--- src/rtl/wiredpanda_pkg.sv ---
// Shared definitions for the gate bank: opcode values, the output-stage
// occupancy encoding and the bitwise gate function used by every lane.
package wiredpanda_pkg;

   localparam int OP_W = 3;

   localparam logic [OP_W-1:0] OP_AND  = 3'd0;
   localparam logic [OP_W-1:0] OP_OR   = 3'd1;
   localparam logic [OP_W-1:0] OP_XOR  = 3'd2;
   localparam logic [OP_W-1:0] OP_NOTA = 3'd3;
   localparam logic [OP_W-1:0] OP_NAND = 3'd4;
   localparam logic [OP_W-1:0] OP_NOR  = 3'd5;
   localparam logic [OP_W-1:0] OP_XNOR = 3'd6;
   localparam logic [OP_W-1:0] OP_BUF  = 3'd7;

   // Widest lane the gate function handles; callers size-cast in and out.
   localparam int GATE_MAX_W = 64;

   typedef enum logic [1:0] {
      OCC_EMPTY = 2'd0,
      OCC_ONE   = 2'd1,
      OCC_FULL  = 2'd2
   } occ_state_e;

   function automatic logic [GATE_MAX_W-1:0] gate_eval(
      input logic [OP_W-1:0]       op,
      input logic [GATE_MAX_W-1:0] a,
      input logic [GATE_MAX_W-1:0] b
   );
      logic [GATE_MAX_W-1:0] r;
      case (op)
         OP_AND:  r = a & b;
         OP_OR:   r = a | b;
         OP_XOR:  r = a ^ b;
         OP_NOTA: r = ~a;
         OP_NAND: r = ~(a & b);
         OP_NOR:  r = ~(a | b);
         OP_XNOR: r = ~(a ^ b);
         default: r = a;
      endcase
      return r;
   endfunction

endpackage

--- src/rtl/wp_led_stretch.sv ---
// Retriggerable pulse stretcher: a trigger (re)loads the on-time counter,
// which then counts down; the LED is lit while the counter is nonzero.
module wp_led_stretch #(
   parameter int STRETCH = 4
) (
   input  logic clk,
   input  logic rst_n,
   input  logic trig,
   output logic led
);

   localparam int CW = $clog2(STRETCH + 1);

   logic [CW-1:0] cnt_q;
   logic [CW-1:0] cnt_d;

   // Reload rather than accumulate, so a retrigger never exceeds STRETCH.
   always_comb begin
      cnt_d = cnt_q;
      if (trig) begin
         cnt_d = CW'(STRETCH);
      end else if (cnt_q != '0) begin
         cnt_d = cnt_q - CW'(1);
      end
   end

   always_ff @(posedge clk or negedge rst_n) begin
      if (!rst_n) begin
         cnt_q <= '0;
      end else begin
         cnt_q <= cnt_d;
      end
   end

   assign led = (cnt_q != '0);

endmodule

--- src/rtl/wiredpanda_gate_bank.sv ---
// CHANNELS gate lanes feeding a 2-entry skid-buffered valid/ready output,
// with one LED stretcher per lane driven by accepted (not delivered) beats.
module wiredpanda_gate_bank
   import wiredpanda_pkg::*;
#(
   parameter int CHANNELS = 4,
   parameter int WIDTH    = 1,
   parameter int STRETCH  = 4
) (
   input  logic                      clk,
   input  logic                      rst_n,
   input  logic                      in_valid,
   output logic                      in_ready,
   input  logic [OP_W*CHANNELS-1:0]  in_op,
   input  logic [WIDTH*CHANNELS-1:0] in_a,
   input  logic [WIDTH*CHANNELS-1:0] in_b,
   output logic                      out_valid,
   input  logic                      out_ready,
   output logic [WIDTH*CHANNELS-1:0] out_data,
   output logic [CHANNELS-1:0]       led
);

   localparam int DW = WIDTH * CHANNELS;

   occ_state_e    state_q;
   occ_state_e    state_d;
   logic [DW-1:0] data_q;
   logic [DW-1:0] data_d;
   logic [DW-1:0] skid_q;
   logic [DW-1:0] skid_d;
   logic          in_ready_q;
   logic          out_valid_q;

   logic [DW-1:0]       res;
   logic [CHANNELS-1:0] lane_hit;
   logic                in_xfer;
   logic                out_xfer;

   assign in_xfer  = in_valid & in_ready_q;
   assign out_xfer = out_valid_q & out_ready;

   generate
      for (genvar gi = 0; gi < CHANNELS; gi++) begin : g_lane
         assign res[WIDTH*gi +: WIDTH] = WIDTH'(gate_eval(
            in_op[OP_W*gi +: OP_W],
            GATE_MAX_W'(in_a[WIDTH*gi +: WIDTH]),
            GATE_MAX_W'(in_b[WIDTH*gi +: WIDTH])));

         assign lane_hit[gi] = in_xfer & (res[WIDTH*gi +: WIDTH] != '0);

         wp_led_stretch #(
            .STRETCH (STRETCH)
         ) u_stretch (
            .clk   (clk),
            .rst_n (rst_n),
            .trig  (lane_hit[gi]),
            .led   (led[gi])
         );
      end
   endgenerate

   // data_q is always the head of the FIFO; skid_q only holds the second beat.
   always_comb begin
      state_d = state_q;
      data_d  = data_q;
      skid_d  = skid_q;
      unique case (state_q)
         OCC_EMPTY: begin
            if (in_xfer) begin
               data_d  = res;
               state_d = OCC_ONE;
            end
         end
         OCC_ONE: begin
            case ({in_xfer, out_xfer})
               2'b10: begin
                  skid_d  = res;
                  state_d = OCC_FULL;
               end
               2'b01: state_d = OCC_EMPTY;
               2'b11: data_d  = res;
               default: ;
            endcase
         end
         OCC_FULL: begin
            if (out_xfer) begin
               data_d  = skid_q;
               state_d = OCC_ONE;
            end
         end
         default: state_d = OCC_EMPTY;
      endcase
   end

   // Handshake outputs come from the next state so in_ready never sees out_ready combinationally.
   always_ff @(posedge clk or negedge rst_n) begin
      if (!rst_n) begin
         state_q     <= OCC_EMPTY;
         data_q      <= '0;
         skid_q      <= '0;
         in_ready_q  <= 1'b1;
         out_valid_q <= 1'b0;
      end else begin
         state_q     <= state_d;
         data_q      <= data_d;
         skid_q      <= skid_d;
         in_ready_q  <= (state_d != OCC_FULL);
         out_valid_q <= (state_d != OCC_EMPTY);
      end
   end

   assign in_ready  = in_ready_q;
   assign out_valid = out_valid_q;
   assign out_data  = data_q;

endmodule

--- config.mk ---
export PLATFORM = sky130hd
export DESIGN_NAME = wiredpanda_gate_bank
export DESIGN_NICKNAME = d
export VERILOG_FILES = /design/src/rtl/wiredpanda_pkg.sv /design/src/rtl/wp_led_stretch.sv /design/src/rtl/wiredpanda_gate_bank.sv
export SDC_FILE = /design/constraint.sdc
export NUM_CORES = 1
export LEC_CHECK = 0
export ABC_AREA = 1
export BUFFER_PORTS_ARGS = -buffer_cell sky130_fd_sc_hd__buf_2
export CORE_ASPECT_RATIO = 2
export CORE_MARGIN = 2
export CORE_UTILIZATION = 40
export DETAILED_ROUTE_END_ITERATION = 6
export PLACE_DENSITY = 0.58
export SYNTH_ARGS = -nofsm -noshare
export SYNTH_HDL_FRONTEND = slang
export SYNTH_SLANG_ARGS = --single-unit
--- constraint.sdc ---
create_clock -name clk -period 3.5 [get_ports clk]
set_clock_uncertainty 0.1 [all_clocks]
set_input_delay 0.7 -clock clk [delete_from_list [all_inputs] [get_ports clk]]
set_output_delay 0.7 -clock clk [all_outputs]
set_load 0.01 [all_outputs]
==> out/results.txt <==
Outcome = finished, final reports clean
Unique masters post-synth = 18
Power per cell area = 715 mW/mm2
Internal power = 0.853 mW
Synthesis Warnings = 0
Total wire length = 3290 um
Sequential Area = 602 um2
Clock Power Share = 17.3%
Top Layer Used = met4
Net Count, Synth = 288
Largest net degree at the start of global routing = 25
Cts hold-fix bufs = 0
CP Max Fanout = 3
Dpl cells = 329
Worst rel slew slack = 61.6%
Fillers = 449
Final min period = 1950 ps
Max stage delay on crit path = 360 ps
Tcrit/Tclk final = 55.6%
Per-cell routed wire length = 9.89 um
Final net count = 322
Num ports = 34
Drc violations = 0
Worst path slowest cell = dfrtp_1
Mapped Cells = 248
Yosys top cell area share = 33.3%
First-pass GRT wire length = 6030 um
Quantity of gates resized following cts = 0
Synth area leader = dfrtp_1
Gate power share = 47.6%
Post-synthesis instance area = 0.00173 mm2
Hold Path Class = in -> async
Top_reg_cell synth = dfrtp_1
Final Hold Vio Count = 0
Final std cells w/o fill = 333
Overflow left after global routing = 0
Die area = 0.00490 mm2
Max frequency = 0.513 GHz
# setup viols final = 0
Clk sinks = 24
WL met3 = 81 um
# diodes = 0
Switch Pwr = 0.578 mW
Syn_area_per_cell = 6.98 um2
Vias in the first global route = 1493
Placeable Area = 0.00413 mm2
Rows = 33
Async set or reset register ratio after synthesis = 100%
Post-synth EDFFs = 0
Crit end category = output port
Post-synth top cells = nand2_1 (77), inv_1 (61), nand3_1 (32)
Number of DRC markers in iteration 0 = 9
Top cells by area, synth = dfrtp_1 (33%), nand2_1 (17%), inv_1 (13%)
Die Y = 97.0 um
Root Buffer = clkbuf_8
Crit path arrival time = 1150 ps
Vias per Instance = 4.52
Share of cells above drive strength 1 = 16.4%
Met2 Routed Length = 1980 um
Starting Density = 41.9%
Initial antenna violation count = 0
Max VDD drop = 0.000319 V
Max-slew violations = 0
Seq/Total Area, Yosys = 34.8%
Final Util = 48.5%
Most common cell in the netlist = nand2_1
Worst-Margin Slew = 576 ps
Maximum clock insertion buffer count = 2
Die width = 50.5 um
Post-CTS Setup Inserts = 0
Vias after detailed routing = 1506
Routability congestion estimate = 0.703
Sequential cell fraction of total power = 35.1%
Final ANT Viol Nets = 0
Multi-input gate area = 870 um2
Total GRT Usage = 15.8%
Worst setup path class = reg -> out
H-tree Lvls = 1
Max-Cap Viols = 0
Clk_lat worst skew = 270 ps
Pre-antenna DRT Iters = 4
Reg clk slew, reported paths = 90 ps
Dpl hpwl = 2730 um
CTS tree = built
Leakage = 1.23 nW
RSZ-0062 raised after global routing = false
Required @ worst endpoint = 2700 ps
Critical path launch point type = flip-flop
Buffers added on ports = 33
CP cell instances = inv_1, ha_1, nand2_1, buf_2
Switching Fraction = 40.4%
Final TNS setup = 0 ps
Seq cells post-synth = 24
CTS Buf Count = 3
Metal-1 WL = 1170 um
Synthesis-to-finish area growth = 15.7%
## routing by layer
| layer | vias up | GRT usage, % |
|---|---|---|
| met1 | 677 | 16.0 |
| met2 | 22 | 31.1 |
| met4 | 0 | 6.24 |
| li1 | 802 | - |
| met5 | - | 0 |
| met3 | 5 | 1.39 |
## power groups by stage
stage                     clock network (mW)  logic [mW]  registers (mW)
after floorplan                            0       0.523           0.512
after detailed placement                   0       0.691           0.509
after CTS                              0.258       0.699           0.504
final                                  0.248       0.681           0.502
after global routing                   0.263       0.823           0.522
after global placement                     0       0.689           0.505
## flip-flops by register name (all words and copies together) (netlist names)
signal                  count
g_lane.u_stretch.cnt_q     12
in_ready                    1
out_data                    4
out_valid                   1
skid_q                      4
state_q                     2
## path summary, 6_finish.rpt
kind,startpoint,to,slack [ps],cells after the start
max in group asynchronous,rst_n,in_ready$_DFF_PN1_,2600,1
worst max-delay path,g_lane[0].u_stretch.cnt_q[0]$_DFFE_PN0P_,led[0],1550,4
worst min-delay path,rst_n,g_lane[0].u_stretch.cnt_q[2]$_DFFE_PN0P_,310,1
min in group clk,out_data[3]$_DFFE_PN0P_,out_data[3]$_DFFE_PN0P_,380,2
worst max register to register,in_ready$_DFF_PN1_,out_valid$_DFF_PN0_,1990,5
worst min register to register,out_data[3]$_DFFE_PN0P_,out_data[3]$_DFFE_PN0P_,380,2
## layout by cell type, fill, tap and decap left out
cell | Yosys | final
a21oi_4 | 1 | 1
nor2_1 | 8 | 8
ha_1 | 16 | 16
or2_2 | 1 | 1
nand2_1 | 77 | 77
xor2_1 | 1 | 1
inv_1 | 61 | 61
nand3_1 | 32 | 32
dfstp_2 | 1 | 1
clkbuf_8 | 0 | 3
nor2_4 | 1 | 1
xnor2_1 | 4 | 4
nand2_4 | 2 | 2
o21ai_0 | 12 | 12
or2_1 | 1 | 1
nor2_2 | 1 | 1
buf_2 | 0 | 33
dfrtp_1 | 23 | 23
o21ai_2 | 2 | 2
bufinv_16 | 0 | 1
## through the flow
step	setup slack, ps	hold slack, ps	area (um2)	power, mW
after detailed placement	1560	363	1930	1.20
after global placement	1580	360	1930	1.19
after floorplan	1840	304	1730	1.04
final	1550	311	2000	1.43
after global routing	1460	361	2000	1.61
after CTS	1540	329	2000	1.46
## logic make-up after synthesis
kind of cell | count (synthesis) | synth area share (%)
flops | 24 | 34.8
xor+xnor | 5 | 2.53
buf+inv | 65 | 15.0
fa+ha+maj | 16 | 11.6
compound gates | 15 | 5.42
simple gates | 123 | 30.7
## critical path, delay by kind of cell, from the launching register on
family / cells / cell delay, ps
adder cells (fa/ha/maj): 1 / 190
buffers and inverters: 2 / 210
flip-flops: 1 / 360
AND/OR/NAND/NOR: 1 / 110
## area by class of cell
class | count | share of cell area, %
multi-input cells | 159 | 43.4
clock inverters | 1 | 1.50
flip-flops and latches | 24 | 30.1
inverters | 61 | 11.4
well taps | 52 | 3.25
clock buffers | 3 | 2.06
repair buffers | 33 | 8.25
No activity file was read; power rests on OpenSTA's default activity.
